--- config.mk ---
export PLATFORM = sky130hd
export DESIGN_NAME = spi_master
export DESIGN_NICKNAME = d
export VERILOG_FILES = /design/src/rtl/spi_master.sv
export SDC_FILE = /design/constraint.sdc
export NUM_CORES = 1
export LEC_CHECK = 0
export CORE_MARGIN = 2
export CORE_UTILIZATION = 24
export CTS_CLUSTER_SIZE = 40
export DETAILED_ROUTE_END_ITERATION = 8
export GPL_TIMING_DRIVEN = 0
export HOLD_SLACK_MARGIN = 0.1
export PLACE_DENSITY = 0.52
export SYNTH_ARGS = -nofsm -noshare
export SYNTH_HDL_FRONTEND = slang
export SYNTH_SLANG_ARGS = --single-unit
--- constraint.sdc ---
create_clock -name CLK_50 -period 1.6 [get_ports CLK_50]
set_clock_uncertainty 0.1 [all_clocks]
set_input_delay 0.24 -clock CLK_50 [delete_from_list [all_inputs] [get_ports CLK_50]]
set_output_delay 0.24 -clock CLK_50 [all_outputs]
set_load 0.03 [all_outputs]
--- src/rtl/spi_master.sv ---
// SPI master, mode 0, MSB first, fixed word length, single chip select.
// Optional back-to-back bursts with CS held low: define SPI_MASTER_BURST_EN.
module spi_master #(
  parameter int DATA_WIDTH = 8,
  parameter int CLK_DIV    = 4
) (
  input  logic                  CLK_50,
  input  logic                  RST,
  input  logic [DATA_WIDTH-1:0] tx_data,
  input  logic                  tx_valid,
  output logic                  tx_ready,
  output logic [DATA_WIDTH-1:0] rx_data,
  output logic                  rx_valid,
  output logic                  CS,
  output logic                  SPI_CLK,
  output logic                  SPI_outgoing,
  input  logic                  SPI_incoming
);

  // state | meaning
  // IDLE  | CS high, waiting for tx_valid (tx_ready high)
  // SETUP | CS low, MSB on MOSI, SCK low for CLK_DIV cycles
  // SHIFT | DATA_WIDTH SCK pulses, CLK_DIV cycles per phase
  // HOLD  | CS still low after the last falling edge, CLK_DIV cycles
  // GAP   | CS high, inter-word spacing before IDLE
  typedef enum logic [2:0] {IDLE, SETUP, SHIFT, HOLD, GAP} state_t;

  localparam int CW = (CLK_DIV > 1) ? $clog2(CLK_DIV) : 1;
  localparam int BW = $clog2(DATA_WIDTH);
  localparam logic [CW-1:0] CNT_LOAD = CW'(CLK_DIV - 1);
  localparam logic [BW-1:0] BIT_LOAD = BW'(DATA_WIDTH - 1);

`ifdef SPI_MASTER_BURST_EN
  localparam bit BURST_EN = 1'b1;
`else
  localparam bit BURST_EN = 1'b0;
`endif

  state_t                state;
  logic [CW-1:0]         cnt;
  logic [BW-1:0]         bit_cnt;
  logic [DATA_WIDTH-1:0] tx_sh;
  logic [DATA_WIDTH-1:0] rx_sh;

  always_ff @(posedge CLK_50) begin
    if (RST) begin
      state        <= IDLE;
      cnt          <= '0;
      bit_cnt      <= '0;
      tx_sh        <= '0;
      rx_sh        <= '0;
      rx_data      <= '0;
      rx_valid     <= 1'b0;
      tx_ready     <= 1'b0;
      CS           <= 1'b1;
      SPI_CLK      <= 1'b0;
      SPI_outgoing <= 1'b0;
    end else begin
      rx_valid <= 1'b0;
      case (state)
        IDLE: begin
          tx_ready <= 1'b1;
          if (tx_valid && tx_ready) begin
            tx_ready     <= 1'b0;
            tx_sh        <= tx_data;
            SPI_outgoing <= tx_data[DATA_WIDTH-1];
            CS           <= 1'b0;
            cnt          <= CNT_LOAD;
            state        <= SETUP;
          end
        end
        SETUP: begin
          if (cnt == '0) begin
            SPI_CLK <= 1'b1;
            cnt     <= CNT_LOAD;
            bit_cnt <= BIT_LOAD;
            state   <= SHIFT;
          end else begin
            cnt <= cnt - CW'(1);
          end
        end
        SHIFT: begin
          // first cycle of each high phase captures MISO
          if (SPI_CLK && cnt == CNT_LOAD)
            rx_sh <= {rx_sh[DATA_WIDTH-2:0], SPI_incoming};
          if (cnt != '0) begin
            cnt <= cnt - CW'(1);
          end else begin
            cnt <= CNT_LOAD;
            if (!SPI_CLK) begin
              SPI_CLK <= 1'b1;
            end else begin
              SPI_CLK <= 1'b0;
              if (bit_cnt == '0) begin
                state    <= HOLD;
                tx_ready <= BURST_EN && (CLK_DIV == 1);
              end else begin
                bit_cnt      <= bit_cnt - BW'(1);
                tx_sh        <= {tx_sh[DATA_WIDTH-2:0], 1'b0};
                SPI_outgoing <= tx_sh[DATA_WIDTH-2];
              end
            end
          end
        end
        HOLD: begin
          if (cnt != '0) begin
            cnt <= cnt - CW'(1);
            // burst: open the acceptance window on the last HOLD cycle
            if (BURST_EN && cnt == CW'(1))
              tx_ready <= 1'b1;
          end else begin
            rx_data  <= rx_sh;
            rx_valid <= 1'b1;
            tx_ready <= 1'b0;
            cnt      <= CNT_LOAD;
            if (BURST_EN && tx_valid && tx_ready) begin
              tx_sh        <= tx_data;
              SPI_outgoing <= tx_data[DATA_WIDTH-1];
              state        <= SETUP;
            end else begin
              CS    <= 1'b1;
              state <= GAP;
            end
          end
        end
        GAP: begin
          if (cnt == '0) begin
            tx_ready <= 1'b1;
            state    <= IDLE;
          end else begin
            cnt <= cnt - CW'(1);
          end
        end
        default: state <= IDLE;
      endcase
    end
  end

endmodule

# [Yosys cells after proc, flatten, opt, wreduce, memory -nomap -nowiden]
# Cells that the tools add are included.
[classes] addsub=2 n_mul=0 n_div=0 order_cmp=0 n_eq_ne=14 shifts=0 n_mux=42 n_bitwise=2 reduce_logical=22
[op_table] operator="2-to-1 mux 3 bit" n=11
[op_table] operator="2-to-1 mux 7 bit" n=4
[op_table] operator="!= test 2 bit, second input constant" n=9
[op_table] operator="2-to-1 mux 1 bit" n=15
[op_table] operator="case mux 3 bit (5 select lines)" n=1
[op_table] operator="case mux 7 bit (2 select lines)" n=1
[op_table] operator="AND reduction 5 bit" n=2
[op_table] operator="AND reduction 3 bit" n=3
[op_table] operator="2-to-1 mux 2 bit" n=4
[op_table] operator="case mux 2 bit (4 select lines)" n=1
[op_table] operator="nonzero test 2 bit" n=4
[op_table] operator="nonzero test 4 bit" n=2
[op_table] operator="AND reduction 7 bit" n=1
[op_table] operator="== test 3 x 2 -> 1 bit, second input constant" n=2
[op_table] operator="zero test 3 bit" n=2
[op_table] operator="case mux 1 bit (2 select lines)" n=3
[op_table] operator="case mux 3 bit (2 select lines)" n=1
[op_table] operator="AND reduction 6 bit" n=1
[op_table] operator="case mux 1 bit (4 select lines)" n=1
[op_table] operator="AND reduction 2 bit" n=2
[op_table] operator="OR reduction 2 bit" n=2
[op_table] operator="== test 3 x 1 -> 1 bit, second input constant" n=1
[op_table] operator="== test 3 bit, second input constant" n=1
[op_table] operator="subtractor 3 x 1 -> 3 bit, second input constant" n=1
[op_table] operator="other kinds (5)" n=7
[word_totals] reg_bits=36 latch_bits=0 mem_bits_rw=0 rom_bits=0 inputBits=12 wordCells=93 n_memories=0

# [Logic depth before layout (Yosys ltp)]
# Gate-level depths: netlist of run 1.
[logic_depth] depth_word=5 depth_mapped=7 ltp_nobuf=6

# [Worst setup path after synthesis of run 1]
# No wires, ideal clock.
[synth_timing] path_kind="flip-flop to flip-flop" start="register bit_cnt[0]" end="register tx_sh[0]" arrival_ns=1.600 required_ns=1.428 path_slack_ns=-0.172 stages_incl_launch_ff=8 cell_sequence="dfxtp_1 > inv_1 > ha_1 > ha_1 > nor2b_1 > buf_1 > o221a_4 > mux2i_1"
[synth_via] elab_chain_len=3
[synth_rtl] item="start: declaration" line="41" source="logic [BW-1:0] bit_cnt;"
[synth_rtl] item="start signal: assignment" line="98" source="bit_cnt <= bit_cnt - BW'(1);"
[synth_rtl] item="zero test 3 bit" line="94" source="if (bit_cnt == '0) begin"
[synth_rtl] item="!= test 2 bit (no source line)"
[synth_rtl] item="AND reduction 5 bit (no source line)"
[synth_rtl] item="end signal: assignment" line="65" source="tx_sh <= tx_data;"
[synth_rtl] item="end signal: assignment" line="99" source="tx_sh <= {tx_sh[DATA_WIDTH-2:0], 1'b0};"
[synth_rtl] item="end signal: assignment" line="117" source="tx_sh <= tx_data;"
[synth_rtl] item="end: declaration" line="42" source="logic [DATA_WIDTH-1:0] tx_sh;"
# Every way passes these cells.
# A chain may end at the register's enable or synchronous reset.

# [Final worst setup path of run 1]
[layout_timing] start="register state[2]" end="register tx_sh[3]"
[layout_via] elab_chain_len=3 elab_cells_between_ends=9
[layout_rtl] item="start: declaration" line="39" source="state_t state;"
[layout_rtl] item="start signal: assignment" line="47" source="state <= IDLE;"
[layout_rtl] item="start signal: assignment" line="69" source="state <= SETUP;"
[layout_rtl] item="start signal: assignment" line="77" source="state <= SHIFT;"
[layout_rtl] item="== test 3 x 2 -> 1 bit / zero test 3 bit (equally long branches)" line="60" source="case (state)"
[layout_rtl] item="!= test 2 bit (no source line) / nonzero test 2 bit (equally long branches)"
[layout_rtl] item="AND reduction 5 bit (no source line)"
# Parallel ways exist; a longest one is shown, timed or not.

==> results of run 1 <==
-- stage by stage --
step           std cells  total power [W]
3_5_place_dp         328         0.001898
4_1_cts              350         0.002871
3_3_place_gp         328         0.001890
2_1_floorplan        206         0.001692
5_1_grt              350         0.003102
6_report             350         0.002926
-- cells in the final DEF (no fill, tap or decap), types with 2 or more instances in the layout --
master and count:
a2111oi_2 3, a2111oi_4 4, a21oi_1 21, a21oi_2 2
a221oi_2 2, a311oi_1 2, buf_2 5, buf_4 16
buf_6 4, clkbuf_1 4, clkbuf_2 2, clkbuf_8 5
clkdlybuf4s50_1 10, dfxtp_1 28, dfxtp_2 6, dfxtp_4 2
dlygate4sd2_1 13, ha_4 3, inv_1 6, inv_2 4
mux2i_1 7, nand2_1 24, nand2b_1 7, nand3_1 9
nand4b_1 2, nor2_1 2, nor3_1 9, o21ai_1 8
o21ai_2 2, o22ai_1 7, xnor2_1 2
-- layout make-up --
cell class                      count  area, µm²  area share, %
Timing Repair Buffer               40      345.3          13.41
Clock inverter                      3      42.54          1.652
Inverter                           10      37.54          1.458
Multi-Input combinational cell    142       1134          44.02
Tap cell                           99      123.9          4.811
Clock buffer                        5      68.82          2.672
Sequential cell                    36      735.7          28.57
Buffer                             15      87.58          3.401
-- logic make-up (layout without fill, tap and decap cells) --
kind of cell,Yosys count,in the layout
mux,8,8
flops,36,36
simple gates,67,67
buf+inv,28,73
xor+xnor,2,2
fa+ha+maj,4,4
compound gates,61,61
-- worst max-delay path, stage by stage (launching register included) --
cell and delay (ns):
dfxtp_2 0.36, or3b_4 0.42, buf_6 0.15, mux2i_2 0.16, a2111oi_4 0.34
-- state kept, by name (all words and copies together), names as in the netlist --
signal	cells
tx_ready	1
rx_valid	1
state	3
SPI_outgoing	1
tx_sh	7
CS	1
bit_cnt	3
rx_data	8
cnt	2
SPI_CLK	1
rx_sh	8
-- per-layer routing --
layer,vias up,GRT usage (%)
li1,834,-
met1,781,15.22
met2,22,18.78
met3,3,2.421
met4,0,4.167
met5,-,0
-- path summary, 6_finish.rpt --
| path | depth (start not counted) | startpoint | end |
|---|---|---|---|
| setup / recovery | 4 | state[2] | tx_sh[3] |
| hold / removal | 2 | RST | tx_sh[1] |
| setup reg to reg | 4 | state[2] | tx_sh[3] |
| hold reg to reg | 2 | rx_data[0] | rx_data[0] |
-- power groups by stage --
stage | combinational, W | clock (W) | sequential, W
after floorplan | 0.000601 | 0 | 0.00109
after global placement | 0.000822 | 0 | 0.00107
after detailed placement | 0.000828 | 0 | 0.00107
after CTS | 0.000973 | 0.000844 | 0.00105
after global routing | 0.00116 | 0.000874 | 0.00107
final | 0.00105 | 0.000821 | 0.00106
-- repair_timing --
| action | 4_1_cts | 5_1_grt |
|---|---|---|
| gates cloned | 1 | 0 |
| gates resized for setup | 36 | 23 |
| setup buffers | 16 | 0 |
| endpoints found under the setup margin | 45 | 22 |
| hold buffers | 0 | 0 |
| pin swaps | 9 | 10 |
==> results.md, run 1 <==
* Vias in the first global route at 1647
* Initial DRC count at 67
* Cell Rows at 31
* First-pass DRT Iterations at 4
* Post-synth EDFFs at 0
* Net Sw Frac at between 30% and 40%
* Internal at 0.001939 W
* Post-layout instance area at 2575 µm²
* Clock latency on the worst-skew pair at approximately 0.3 ns
* Fin Setup TNS at -0.06019 ns
* H-tree depth at 2
* CP startpoint kind: flop
* DIE AREA at 8244 µm²
* WP data required at 1.70 ns
* Post-Route Utilization at about a third
* P&R area growth vs syn at 42.42%
* Fillers at ~770
* Outcome: complete, but fails checks
* Final Hold Fails at 0
* Count leader, synth: dfxtp_1
* Routed wire length on met3 at 164 µm
* FMAX at 0.6149 GHz
* Number of buffers created by CTS at 5
* Commonest cells in the synthesized netlist: dfxtp_1 (36), nand2_1 (24), a21oi_1 (23), o21ai_0 (11)
* Register area share after synthesis at roughly two fifths
* Post-synth top area cell: dfxtp_1
* Wirelength per Cell at around 13 µm
* Setup WS pre-CTS at -0.3044 ns
* Main synth FF type: dfxtp_1
* Clock root cell: clkbuf_8
* Combinational share of power at 35.9%
* Synth top area cells: dfxtp_1 (40%), a21oi_1 (6.4%), a2111oi_2 (5.8%)
* Syn. warnings at 0
* Final WL at 4.645 mm
* Global-route wire length before repair at 7.907 mm
* Final setup viols at 4
* Main combinational cell family by area after synthesis: compound AO/OA/AOI/OAI gates
* Layout cell share with drive strength beyond 1 at a little under a third
* Initial Util at between 20% and 30%
* Synthesized Nets at around 220
* HP Class: input port to flop
* Slew Viols, Final at 0
* Post-synthesis compound-gate area fraction at roughly a quarter
* Vias per cell at roughly 4.7
* Post-Place Cell Area at 2217 µm²
* Maxcap violations at 0
* Crit end category: flop
* Simple-gate portion of the synthesized area at 19.65%
* XOR/XNOR share of the synthesized area at less than 1%
* Post-Synth Adder-Cell Area at 2.768%
* GR Overflow Total at 0
* Syn Area/Cell at 8.777 µm²
* Kind of critical path: flop to flop
* Antenna violations before repair at 0
* Tcrit/Tclk final at 101.6%
* CP Max Fanout at 6
* Cell Area, Synth at 1808 µm²
* WP data arrival at between 1.5 and 2 ns
* Cells after synthesis at 206
* Clk network pwr share at 28.1%
* I/O pin total at 25
* Die Ht at 90.80 µm
* Clock slew at reported path FFs at 0.08 ns
* RSZ-0062 raised after global routing: yes
* Diodes inserted at 0
* Top layer in use: met4
* Synth Register Bits at 36
* Psw at 0.0009872 W
* Clock Path Buffers at 2
* Multiplexer share of the synthesized area at 4.429%
* FFs w/ async S/R, synth at 0%
* Vias at roughly 1.6k
* Area fraction of the dominant cell type after synthesis at approximately two fifths
* Die X at 90.80 µm
* Post-route ant nets at 0
* DRT met1 WL at approximately 2.3 mm
* Relative slew margins at 41.51%
* Port Buffer Count at 23
* Final Critical Period at 1.626 ns
* CTS tree: built
* Worst setup margin at -0.02629 ns
* Internal reg-to-reg setup slack at -0.03 ns
* Tightest hold margin at between 0.2 and 0.3 ns
* Clk sink count at 36
* Cell Pwr Density at 1136 nW/µm²
* RD Place Congestion at 0.7579
* Sequential share of power at 36.1%
* Unique cell type count in the Yosys netlist at 40
* Nets@finish at 266
* Largest net degree at the start of global routing at 13
* VDD IR max at about 350 µV
* GR Util All Layers at 11.59%
* Failing checks: negative setup slack
* DR WL met2 at 2.131 mm
* Core ar. at ~7300 µm²
* Worst Tran Pin Value at just under 0.9 ns
* Drt drc at 0
* Leak pwr at 0.9550 nW
* DP HPWL at 2.929 mm
(Power assumes the default switching activity.)
==> inputs of run 2 (changes only) <==
CAP_MARGIN = 10   (was unset)
MAX_ROUTING_LAYER = met4   (was unset)
SLEW_MARGIN = 20   (was unset)
==> run 2 against run 1 <==
The flow still finishes with violations (negative setup slack); design area rose by 0.87%; critical path depth stayed put; non-clock buffer count rose by 1; wire length rose by 1.3%; final cell count rose by 0.29%; sequential power barely moved; core utilization increased by 0.31 points; sequential share of layout area is 0.25 points lower; first-iteration DRC count decreased by 1.5%; global-route usage grew 0.34 points; register-to-register slack hardly changed; critical endpoint is now tx_sh[6]; largest cell class unchanged.
==> results.md, run 2 (synthesis gave the netlist of run 1 again) <==
* Slew Viols, Final at 0 (unchanged)
* Reg-to-Reg End: tx_sh[6]
* Vias in the first global route at 1647 (unchanged)
* Cell Rows at 31 (unchanged)
* Crit path max-delay family: simple AND/OR/NAND/NOR gates
* Worst Tran Pin Value at 0.9003 ns (+0.02291 ns)
* Port Buffer Count at 23 (unchanged)
* Most frequent cells in the layout: dfxtp_1 (28), nand2_1 (24), a21oi_1 (21)
* Register-to-Register Path Depth at 4 (unchanged)
* Commonest non-fill, non-tap cell in the layout: dfxtp_1
* Crit path largest cell delay at 0.42 ns (about the same)
* GR Overflow Total at 0 (unchanged)
* Internal reg-to-reg setup slack at -0.02 ns (about the same)
* Post-CTS Hold Buffers at 0 (unchanged)
* Wirelength per Cell at 13.40 µm (+1.0%)
* Outcome: complete, but fails checks
* Fillers at 765 (-0.26%)
* First-pass DRT Iterations at 4 (unchanged)
* Post-route ant nets at 0 (unchanged)
* Slowest-stage cell, CP: or3b_4
* Worst setup margin at -0.02310 ns (+0.003192 ns)
* Leak pwr at 0.9737 nW (+2.0%)
* Tcrit/Tclk final at 101.4% (-0.20 points)
* WP data arrival at 1.72 ns (about the same)
* Clock latency on the worst-skew pair at 0.30 ns (about the same)
* Relative slew margins at 39.98% (-1.5 points)
* RSZ-0062 raised after global routing: yes
* Drt drc at 0 (unchanged)
* Diodes inserted at 0 (unchanged)
* Vias per cell at 4.630 (-1.2%)
* CP Max Fanout at 6 (unchanged)
* Core ar. at 7292 µm² (unchanged)
* Final Hold Fails at 0 (unchanged)
* P&R area growth vs syn at 43.67%
* Final setup viols at 4 (unchanged)
* Vias at 1625 (-0.91%)
* Global-route wire length before repair at 7.928 mm (+0.27%)
* Failing checks: negative setup slack
* Crit. Startpoint: state[2]
* Worst r2r src: state[2]
* CTS tree: built
* Clock slew at reported path FFs at 0.08 ns (about the same)
* Clk sink count at 36 (unchanged)
* WP buf/inv at 1 (unchanged)
* Critical Path Stages at 4 (unchanged)
* DP HPWL at 2.929 mm (unchanged)
* Crit end category: flop
* Final WL at 4.705 mm (+1.3%)
* FF+latch area at 735.7 µm² (unchanged)
* Antenna violations before repair at 0 (unchanged)
* CP startpoint kind: flop
* GR Util All Layers at 11.94% (+0.34 points)
* Clock root cell: clkbuf_8
* HP Class: input port to flop
* Tightest hold margin at 0.2681 ns (-0.008081 ns)
* Layout cell share with drive strength beyond 1 at 30.95% (+0.28 points)
* FMAX at 0.6161 GHz (+0.20%)
* H-tree depth at 2 (unchanged)
* Number of buffers created by CTS at 5 (unchanged)
* Kind of critical path: flop to flop
* Maxcap violations at 0 (unchanged)
* Multi-input logic area at 1145 µm² (+0.99%)
* Clock Path Buffers at 2 (unchanged)
* Die Ht at 90.80 µm (unchanged)
* Die X at 90.80 µm (unchanged)
* Post-Route Utilization at 35.62% (+0.31 points)
* RD Place Congestion at 0.7678 (+1.3%)
* Final Critical Period at 1.623 ns (-0.003192 ns)
* Initial DRC count at 66 (-1.5%)
* I/O pin total at 25 (unchanged)
* Worst setup path endpoint: tx_sh[6]
* DIE AREA at 8244 µm² (unchanged)
* Largest net degree at the start of global routing at 13 (unchanged)
* VDD IR max at 344.9 µV (about the same)
* WP data required at 1.70 ns (about the same)
* Top Registers: rx_data (8), rx_sh (8), tx_sh (7)
* Cell Pwr Density at 1140 nW/µm² (+0.35%)
* Total power at 0.002962 W (+1.2%)
* Critical path, cell by cell: or3b_4 -> buf_6 -> mux2i_1 -> a2111oi_4
* Initial Util at 24.79% (unchanged)
* Nets@finish at 267 (+0.38%)
## run 2: final cells by class
type	instances	area share, %
multi-input combinational	142	44.08
sequential	36	28.32
clock buffer	5	2.649
inverter	10	1.445
clock inverter	3	1.638
timing repair buffer	41	13.73
tap	99	4.769
buffer	15	3.372
## run 2: per-layer routing
metal  global-route usage, %  wire length, µm
met4                   4.167               58
met5                       -                0
met2                   18.78             2138
met1                   15.33             2370
met3                   2.337              137
## run 2: report_power, final
| group | leakage, nW | switching (W) | internal [W] |
|---|---|---|---|
| clock | 0.0541 | 0.000365 | 0.000461 |
| combinational | 0.623 | 0.000572 | 0.000509 |
| sequential | 0.296 | 0.0000693 | 0.000986 |
## run 2: worst min-delay path by stage
stage | startpoint | to | slack, ns | cells after the start
after floorplan | SPI_incoming | rx_sh[0] | 0.29 | 2
final | RST | tx_sh[1] | 0.27 | 2
after CTS | RST | tx_sh[2] | 0.22 | 2
after global routing | RST | tx_sh[1] | 0.31 | 2
after detailed placement | rx_data[4] | rx_data[4] | 0.35 | 2
after global placement | rx_sh[7] | rx_data[7] | 0.34 | 2
## run 2: what timing repair did
action                                  4_1_cts  5_1_grt
gates resized for setup                      36       25
setup buffers                                16        1
pin swaps                                     9       11
cloned                                        1        0
endpoints found under the setup margin       45       22
## run 2: metrics by stage
stage,worst slack (ns),std cells,TNS (ns),instance area (µm²)
final,-0.02310,351,-0.05159,2597
after CTS,-0.04296,350,-0.08237,2497
after floorplan,-0.001132,206,-0.007922,1863
after detailed placement,-0.3044,328,-5.237,2217
after global routing,-0.09180,351,-0.7524,2597
after global placement,-0.3017,328,-5.184,2217
==> inputs of run 3 (changes only) <==
RECOVER_POWER = 50   (was unset)
==> results of run 3 <==
No change in the layout: final DEF, timing and power equal those of run 2.
